## config.mk

```make
export PLATFORM = sky130hd
export DESIGN_NAME = mem_arbiter_flat
export DESIGN_NICKNAME = d
export VERILOG_FILES = /design/src/rtl/mem_arbiter_if.sv /design/src/rtl/mem_arbiter.sv /design/src/flat_wrapper.sv
export SDC_FILE = /design/constraint.sdc
export NUM_CORES = 1
export LEC_CHECK = 0
export ABC_AREA = 1
export BUFFER_PORTS_ARGS = -buffer_cell sky130_fd_sc_hd__buf_4
export CORE_AREA = 3 3 279 281
export CTS_BUF_LIST = sky130_fd_sc_hd__clkbuf_8
export CTS_CLUSTER_DIAMETER = 50
export DETAILED_ROUTE_END_ITERATION = 10
export DIE_AREA = 0 0 282 284
export HOLD_SLACK_MARGIN = 0.06
export PLACE_DENSITY_LB_ADDON = 0.3
export REMOVE_ABC_BUFFERS = 1
export SLEW_MARGIN = 30
export SYNTH_ARGS = -nofsm -noshare
export SYNTH_HDL_FRONTEND = slang
export SYNTH_SLANG_ARGS = --single-unit
export TNS_END_PERCENT = 10
```

## constraint.sdc

```tcl
create_clock -name iClk -period 2 [get_ports iClk]
set_clock_uncertainty 0.2 [all_clocks]
set_input_delay 0.2 -clock iClk [delete_from_list [all_inputs] [get_ports iClk]]
set_output_delay 0.2 -clock iClk [all_outputs]
set_load 0.1 [all_outputs]
```

## src/rtl/mem_arbiter_if.sv

```systemverilog
// ============================================================================
//  Module      : mem_arbiter_if
//  Description : I-cache, D-cache and physical-memory bus bundle for
//                mem_arbiter. The arbiter uses the slave modport.
//  Revision    : 1.0  initial release
// ============================================================================
`default_nettype none

interface mem_arbiter_if #(
   parameter int ADDR_W = 16,
   parameter int LINE_W = 128,
   parameter int CNT_W  = 16
);
   logic              iIRead;
   logic [ADDR_W-1:0] iIAddr;
   logic [LINE_W-1:0] oIRdata;
   logic              oIResp;
   logic              iDRead;
   logic              iDWrite;
   logic [ADDR_W-1:0] iDAddr;
   logic [LINE_W-1:0] iDWdata;
   logic [LINE_W-1:0] oDRdata;
   logic              oDResp;
   logic              oPmemRead;
   logic              oPmemWrite;
   logic [ADDR_W-1:0] oPmemAddr;
   logic [LINE_W-1:0] oPmemWdata;
   logic [LINE_W-1:0] iPmemRdata;
   logic              iPmemResp;
   logic [CNT_W-1:0]  oConflictCount;

   modport slave (
      input  iIRead, iIAddr, iDRead, iDWrite, iDAddr, iDWdata, iPmemRdata, iPmemResp,
      output oIRdata, oIResp, oDRdata, oDResp, oPmemRead, oPmemWrite, oPmemAddr,
             oPmemWdata, oConflictCount
   );

   modport master (
      output iIRead, iIAddr, iDRead, iDWrite, iDAddr, iDWdata, iPmemRdata, iPmemResp,
      input  oIRdata, oIResp, oDRdata, oDResp, oPmemRead, oPmemWrite, oPmemAddr,
             oPmemWdata, oConflictCount
   );
endinterface

`default_nettype wire

```

## src/rtl/mem_arbiter.sv

```systemverilog
// ============================================================================
//  Module      : mem_arbiter
//  Description : Serialises I-cache fills and D-cache fills/writebacks onto a
//                single physical-memory port. Define MEM_ARB_ROUND_ROBIN_EN
//                for alternating priority on conflicts (default: D first).
//  Revision    : 1.0  initial release
// ============================================================================
`default_nettype none

module mem_arbiter #(
   parameter int ADDR_W = 16,
   parameter int LINE_W = 128,
   parameter int CNT_W  = 16
) (
   input  logic          iClk,
   input  logic          iRstN,
   mem_arbiter_if.slave  bus
);

   typedef enum logic [1:0] {
      IDLE    = 2'd0,
      SERVE_I = 2'd1,
      SERVE_D = 2'd2,
      DONE    = 2'd3
   } state_t;

   state_t            rState;
   logic              rPmemRead;
   logic              rPmemWrite;
   logic [ADDR_W-1:0] rPmemAddr;
   logic [LINE_W-1:0] rPmemWdata;
   logic [LINE_W-1:0] rIRdata;
   logic [LINE_W-1:0] rDRdata;
   logic              rIResp;
   logic              rDResp;
   logic [CNT_W-1:0]  rConflictCount;

   logic wDReq;
   logic wIReq;
   logic wConflict;
   logic wGrantD;

   assign wDReq     = bus.iDRead | bus.iDWrite;
   assign wIReq     = bus.iIRead;
   assign wConflict = wDReq & wIReq;

`ifdef MEM_ARB_ROUND_ROBIN_EN
   // Set means I wins the next conflict; flips on every conflict grant.
   logic rPrioI;

   assign wGrantD = wDReq & ~(wConflict & rPrioI);

   always_ff @(posedge iClk or negedge iRstN) begin
      if (!iRstN) begin
         rPrioI <= 1'b0;
      end else if (rState == IDLE && wConflict) begin
         rPrioI <= ~rPrioI;
      end
   end
`else
   assign wGrantD = wDReq;
`endif

   always_ff @(posedge iClk or negedge iRstN) begin
      if (!iRstN) begin
         rState         <= IDLE;
         rPmemRead      <= 1'b0;
         rPmemWrite     <= 1'b0;
         rPmemAddr      <= '0;
         rPmemWdata     <= '0;
         rIRdata        <= '0;
         rDRdata        <= '0;
         rIResp         <= 1'b0;
         rDResp         <= 1'b0;
         rConflictCount <= '0;
      end else begin
         rIResp <= 1'b0;
         rDResp <= 1'b0;
         case (rState)
            IDLE: begin
               if (wConflict && rConflictCount != '1) begin
                  rConflictCount <= rConflictCount + CNT_W'(1);
               end
               // Command is latched here so pmem never sees live requester inputs.
               if (wGrantD) begin
                  rState    <= SERVE_D;
                  rPmemAddr <= bus.iDAddr;
                  if (bus.iDWrite) begin
                     rPmemWrite <= 1'b1;
                     rPmemWdata <= bus.iDWdata;
                  end else begin
                     rPmemRead <= 1'b1;
                  end
               end else if (wIReq) begin
                  rState    <= SERVE_I;
                  rPmemAddr <= bus.iIAddr;
                  rPmemRead <= 1'b1;
               end
            end
            SERVE_I, SERVE_D: begin
               if (bus.iPmemResp) begin
                  rPmemRead  <= 1'b0;
                  rPmemWrite <= 1'b0;
                  rState     <= DONE;
                  if (rState == SERVE_D) begin
                     rDRdata <= bus.iPmemRdata;
                     rDResp  <= 1'b1;
                  end else begin
                     rIRdata <= bus.iPmemRdata;
                     rIResp  <= 1'b1;
                  end
               end
            end
            DONE: begin
               rState <= IDLE;
            end
            default: begin
               rState <= IDLE;
            end
         endcase
      end
   end

   assign bus.oIRdata        = rIRdata;
   assign bus.oIResp         = rIResp;
   assign bus.oDRdata        = rDRdata;
   assign bus.oDResp         = rDResp;
   assign bus.oPmemRead      = rPmemRead;
   assign bus.oPmemWrite     = rPmemWrite;
   assign bus.oPmemAddr      = rPmemAddr;
   assign bus.oPmemWdata     = rPmemWdata;
   assign bus.oConflictCount = rConflictCount;

endmodule

`default_nettype wire
```

## src/flat_wrapper.sv

```systemverilog
// flat-port wrapper written by rule: the top's interface ports become plain ports
module mem_arbiter_flat 
#(
   parameter int ADDR_W = 16,
   parameter int LINE_W = 128,
   parameter int CNT_W  = 16
)
  (iClk, iRstN, bus_iIRead, bus_iIAddr, bus_iDRead, bus_iDWrite, bus_iDAddr, bus_iDWdata, bus_iPmemRdata, bus_iPmemResp, bus_oIRdata, bus_oIResp, bus_oDRdata, bus_oDResp, bus_oPmemRead, bus_oPmemWrite, bus_oPmemAddr, bus_oPmemWdata, bus_oConflictCount);
  mem_arbiter_if #(.ADDR_W(ADDR_W), .LINE_W(LINE_W), .CNT_W(CNT_W)) bus_i ();
  input  logic iClk;
  input  logic iRstN;
  input wire logic [$bits(bus_i.iIRead)-1:0] bus_iIRead;
  input wire logic [$bits(bus_i.iIAddr)-1:0] bus_iIAddr;
  input wire logic [$bits(bus_i.iDRead)-1:0] bus_iDRead;
  input wire logic [$bits(bus_i.iDWrite)-1:0] bus_iDWrite;
  input wire logic [$bits(bus_i.iDAddr)-1:0] bus_iDAddr;
  input wire logic [$bits(bus_i.iDWdata)-1:0] bus_iDWdata;
  input wire logic [$bits(bus_i.iPmemRdata)-1:0] bus_iPmemRdata;
  input wire logic [$bits(bus_i.iPmemResp)-1:0] bus_iPmemResp;
  output wire logic [$bits(bus_i.oIRdata)-1:0] bus_oIRdata;
  output wire logic [$bits(bus_i.oIResp)-1:0] bus_oIResp;
  output wire logic [$bits(bus_i.oDRdata)-1:0] bus_oDRdata;
  output wire logic [$bits(bus_i.oDResp)-1:0] bus_oDResp;
  output wire logic [$bits(bus_i.oPmemRead)-1:0] bus_oPmemRead;
  output wire logic [$bits(bus_i.oPmemWrite)-1:0] bus_oPmemWrite;
  output wire logic [$bits(bus_i.oPmemAddr)-1:0] bus_oPmemAddr;
  output wire logic [$bits(bus_i.oPmemWdata)-1:0] bus_oPmemWdata;
  output wire logic [$bits(bus_i.oConflictCount)-1:0] bus_oConflictCount;
  assign bus_i.iIRead = bus_iIRead;
  assign bus_i.iIAddr = bus_iIAddr;
  assign bus_i.iDRead = bus_iDRead;
  assign bus_i.iDWrite = bus_iDWrite;
  assign bus_i.iDAddr = bus_iDAddr;
  assign bus_i.iDWdata = bus_iDWdata;
  assign bus_i.iPmemRdata = bus_iPmemRdata;
  assign bus_i.iPmemResp = bus_iPmemResp;
  assign bus_oIRdata = bus_i.oIRdata;
  assign bus_oIResp = bus_i.oIResp;
  assign bus_oDRdata = bus_i.oDRdata;
  assign bus_oDResp = bus_i.oDResp;
  assign bus_oPmemRead = bus_i.oPmemRead;
  assign bus_oPmemWrite = bus_i.oPmemWrite;
  assign bus_oPmemAddr = bus_i.oPmemAddr;
  assign bus_oPmemWdata = bus_i.oPmemWdata;
  assign bus_oConflictCount = bus_i.oConflictCount;
  mem_arbiter #(.ADDR_W(ADDR_W), .LINE_W(LINE_W), .CNT_W(CNT_W)) u_core (.iClk(iClk), .iRstN(iRstN), .bus(bus_i));
endmodule
```

Word-level counts from Yosys, hierarchy flattened
Cells that the tools add are included.
Widths: inputs -> output; s select.
- input bits: 294
- bits in registers: 422
- bits in latches: 0
- memories kept: 0
- logic and storage cells: 56
- memory bits (read-only): 0
- bits in writable memories: 0
- output and inout port bits: 420
- reduce and logical (&&, ||, !) cells: 13
- equality and inequality tests: 9
- multiplexer cells: 20
- shifts and indexed selects: 0
- multiply operators: 0
- magnitude comparators: 0
- divide/modulo/power cells: 0
- bitwise logic cells: 3
- add/sub/neg operators: 1
- operators by type and width (operator ; number):
    $mux 16 ; 2
    $add 16x1->16 const B ; 1
    $ne 16x16->1 const B ; 1
    $mux 1 ; 12
    $reduce_and 3->1 ; 3
    $reduce_and 4->1 ; 2
    $mux 2 ; 3
    $pmux 2 s3 ; 1
    $reduce_and 2->1 ; 3
    $eq 2x2->1 const B ; 2
    $ne 2x2->1 const B ; 2
    $pmux 1 s2 ; 2
    $reduce_bool 2->1 ; 2
    $ne 3x2->1 const B ; 1
    $ne 3x3->1 const B ; 1
    $eq 2x1->1 const B ; 1
    $logic_not 2->1 ; 1
    $ne 2x1->1 const B ; 1
    $reduce_or 2->1 ; 1
    $and 1x1->1 ; 1
    $logic_and 1x1->1 ; 1
    $not 1->1 ; 1
    $or 1x1->1 ; 1

Longest topological paths before layout
- word-level depth: 4
- mapped depth: 9
- depth with buffers taken out: 8

Worst setup path before layout
No wires, ideal clock.
- path kind: register to register
- from: register u_core.rConflictCount[1], in the netlist u_core.bus.oConflictCount[1]
- to: register u_core.rConflictCount[3], in the netlist u_core.bus.oConflictCount[3]
- path buffers: 1
- arrival time: 2.125 ns
- period minus slack after synthesis: 2.393 ns
- setup time: 0.068 ns
- data required time: 1.732 ns
- stages on the path, launching flop included: 9
- setup slack: -0.393 ns
- cells stage by stage: dfrtp_1 ha_1 nand3_2 nor2_4 nand2_4 nand2_4 buf_6 nand2_1 nand2_1
- longest elaborated chain between the ends: 3
- elaborated cells between the ends (all ways): 4
- those cells by class: 1 x add/sub; 1 x eq/ne; 2 x reduce/logical
- RTL lines (what ; line ; text):
    from (decl) ; mem_arbiter.sv:36 ; logic [CNT_W-1:0] rConflictCount;
    from (signal assigned) ; mem_arbiter.sv:82 ; rConflictCount <= rConflictCount + CNT_W'(1);
    parallel branches: the longest is 3 deep, another holds $add 16x1->16 ; -- ;
Several ways; the timed one is not identified.
A chain may end at the register's enable or synchronous reset.

Final worst setup path
- from: register u_core.rState[1]
- to: register u_core.rIRdata[67], in the netlist u_core.bus.oIRdata[67]
- longest elaborated chain between the ends: 3
- elaborated cells between the ends (all ways): 5
- those cells by class: 2 x eq/ne; 1 x bitwise; 2 x reduce/logical
- RTL lines (what ; line ; text):
    from (decl) ; mem_arbiter.sv:27 ; state_t rState;
    from (signal assigned) ; mem_arbiter.sv:66 ; rState <= IDLE;
    from (signal assigned) ; mem_arbiter.sv:86 ; rState <= SERVE_D;
    from (signal assigned) ; mem_arbiter.sv:95 ; rState <= SERVE_I;
    $eq 2x1->1 / $eq 2x2->1 (equally long branches) ; mem_arbiter.sv:79, mem_arbiter.sv:105 ;
    $reduce_or 2->1 / $not 1->1 (equally long branches) ; -- ;
    $reduce_and 3->1 (no source line) * ; -- ;
    to (signal assigned) ; mem_arbiter.sv:109 ; rIRdata <= bus.iPmemRdata;
    to (decl) ; mem_arbiter.sv:32 ; logic [LINE_W-1:0] rIRdata;
Every way passes the cells marked *; elsewhere a longest branch is shown, timed or not.

==> metrics.md <==
| Metric | Value |
|---|---|
| Xor and xnor area share after synthesis | `0.00326` |
| Post-synth cell types | `25` |
| Drt total wl | `between 60000 and 70000 um` |
| Rel. slew slack | `0.759` |
| Crit-path cells | `inv_1, ha_4, nand2_1, nor2_2, bufinv_16, clkbuf_16, nand2_1, o21ai_0` |
| Die width | `282 um` |
| DR iter-0 viols | `593` |
| Hold Path Origin | `bus_iDWdata[78]` |
| Worst Path Class, Setup | `reg -> reg` |
| Initial antenna violation count | `1` |
| Iteration count of the initial detailed-routing pass | `5` |
| CTS Buf Count | `79` |
| Drt via density | `4.07` |
| WP depth | `8` |
| Ys Warns | `0` |
| Synth area leaders | `dfrtp_1, mux2_2, nand2_1, o21ai_0, inv_1` |
| Adder-Cell Fraction of Synth Area | `0.00233` |
| Post-synthesis compound-gate area fraction | `0.0896` |
| HP Class | `in -> reg` |
| Data arrival at the endpoint of the critical path | `2260 ps` |
| DR vias | `14900` |
| DP Wirelength | `44300 um` |
| Die height | `around 280 um` |
| Status | `finished, final reports clean` |
| Final cycle utilization of the critical path | `0.971` |
| Clock root cell | `clkbuf_8` |
| Number of nets still failing antenna checks after routing | `0` |
| Reg2Reg Setup Slack | `60 ps` |
| Design area | `28100 sq um` |
| Placement Rows | `101` |
| P&R area growth vs syn | `74.3%` |
| Setup bufs post-CTS | `0` |
| FF-to-FF Start | `u_core.rState[1]` |
| Clock transition at the registers of the reported paths | `60 ps` |
| Hold EP | `u_core.bus.oPmemWdata[78]` |
| Starting density of the core | `0.213` |
| Post-Syn Instances | `1501` |
| Critical path buffers and inverters | `3` |
| Crit-path max FO | `44` |
| Gpl congestion | `0.786` |
| Io pins | `about 710` |
| CP required | `2320 ps` |
| Seq cells post-synth | `422` |
| Drt wl/cell | `17.1 um` |
| DRC viols | `0` |
| Main combinational cell family by area after synthesis | `simple AND/OR/NAND/NOR gates` |
| Hold Path Depth | `3` |
| Clock Latency Late Sink | `about 630 ps` |
| Top-area cell type share of the netlist area | `0.654` |
| CP top delay family | `buffers and inverters` |
| # setup viols final | `0` |
| CTS max path bufs | `3` |
| Worst slew pin tran | `roughly 360 ps` |
| Number of port buffers | `roughly 710` |
| Area after DPL | `23000 sq um` |
| Slew Viols, Final | `0` |
| Die Footprint | `around 80000 sq um` |
| CTS Sinks | `422` |
| Post-Synth Simple-Gate Area | `0.104` |
| Total gr overflow | `0` |
| FMAX | `about 0.52 GHz` |
| First-pass GRT wire length | `92500 um` |
| Final nets | `2909` |
| Synth Area per Inst | `approximately 11 sq um` |
| Crit-path slowest cell | `dfrtp_1` |
| Post-synthesis mux area share | `0.0893` |
| Max stage delay on crit path | `approximately 350 ps` |
| Share of layout cells above drive strength 1 | `0.383` |
| Top cell by count, worst path | `nand2_1` |
| CTS tree | `done` |
| RSZ-0062 raised after global routing | `yes` |
| Overall Global Routing Usage | `0.149` |
| Fillers | `7448` |
| Crit end category | `flip-flop` |
| Seq/Total Area, Yosys | `0.654` |
| Leading cell type in the layout, fill and taps excluded | `buf_4` |
| Vias in the first global route | `15900` |
| Final min period | `1940 ps` |
| Startpoint Class | `flip-flop` |
| Largest net degree at the start of global routing | `89` |
| Number of max-cap violations | `0` |
| Most frequent cells in the layout | `buf_4, dfrtp_1, nand2_1` |
| H-Tree Level Count | `3` |
| Mapped Area | `16100 sq um` |
| Hold Vio Cnt, Final | `0` |
| Largest area contributor in the netlist | `dfrtp_1` |
| Reg2reg end | `u_core.bus.oIRdata[67]` |
| Core region area | `between 70000 and 80000 sq um` |
| R2R cell count | `8` |
## area by class of cell
cell class / count / area (sq um) / share of cell area
Sequential cell: 422 / 10600 / 0.375
Timing Repair Buffer: 1108 / 9490 / 0.338
Multi-Input combinational cell: 848 / 4700 / 0.167
Clock buffer: 94 / 1290 / 0.0460
Tap cell: 978 / 1220 / 0.0435
Inverter: 153 / 601 / 0.0214
Clock inverter: 42 / 253 / 0.00899
Antenna cell: 1 / 2.50 / 0.0000890
## registers in the layout, summed over array words and instances, names as in the netlist
| signal | cells |
|---|---|
| u_core.bus.oDRdata | 128 |
| u_core.bus.oIRdata | 128 |
| u_core.bus.oPmemWdata | 128 |
| u_core.bus.oConflictCount | 16 |
| u_core.bus.oPmemAddr | 16 |
| u_core.rState | 2 |
| u_core.bus.oDResp | 1 |
| u_core.bus.oIResp | 1 |
| u_core.bus.oPmemRead | 1 |
| u_core.bus.oPmemWrite | 1 |
## cell families (layout without fill, tap and decap cells)
family	Yosys count	in the layout
muxes	128	128
DFF	422	422
AOI/OAI and AO/OA	284	284
buffers and inverters	231	1397
other	0	1
and+or+nand+nor	427	427
adders and majority gates	3	3
xor gates and xnor gates	6	6
## tightest hold or removal path: cells and delay by family
family,cells,cell delay [ps]
buf+inv,2,630
mux,1,120
## routing by layer
| layer | track usage | part of all wire | wire length [um] |
|---|---|---|---|
| met1 | 0.155 | 0.36 | 22700 |
| met2 | 0.268 | 0.51 | 31700 |
| met3 | 0.0495 | 0.085 | 5290 |
| met4 | 0.0674 | 0.040 | 2500 |
| met5 | 0 | 0 | 0 |
## cell usage after synthesis
library cell,instances
a21oi_2,1
nand2_4,2
inv_2,3
nand3b_1,1
a31oi_1,16
nand2_1,366
nor2_4,1
clkbuf_1,39
buf_6,1
nand4_1,8
nor2_1,32
nand3_2,1
or2_2,2
nor2_2,2
nand3_1,12
xnor2_1,6
mux2_2,128
inv_1,150
ha_1,3
buf_2,36
o21ai_0,246
buf_1,2
o21ai_1,19
a21oi_1,2
dfrtp_1,422
## through the flow
stage,cells,utilization,hold WS (ps),setup TNS (ps),setup slack [ps]
2_1_floorplan,1423,-,-296,-905970,-3800
3_3_place_gp,3164,0.304,-52.1,0,71.9
3_5_place_dp,3164,0.304,-51.0,0,37.7
4_1_cts,3643,0.370,60.3,0,8.00
5_1_grt,3646,0.372,68.6,-258,-29.7
6_report,3646,0.372,138,0,58.8
## how the worst max path moves through the flow
stage                     start                      end  slack, ps
2_1_floorplan  u_core.rState[1]    u_core.bus.oDRdata[0]      -3800
3_3_place_gp   u_core.rState[1]   u_core.bus.oIRdata[98]         70
4_1_cts        u_core.rState[1]  u_core.bus.oIRdata[118]          8
3_5_place_dp   u_core.rState[1]  u_core.bus.oIRdata[115]         40
5_1_grt        u_core.rState[1]   u_core.bus.oIRdata[70]        -30
6_report       u_core.rState[1]   u_core.bus.oIRdata[67]         60
## timing repair
action | CTS | global route
resized for setup | 0 | 11
hold buffers | 343 | 0
setup endpoints to repair | 0 | 57
endpoints found under the hold margin | 844 | 0
Power is not shown: default switching activity piles up to over one toggle a cycle in this logic, so the estimate is an artifact.
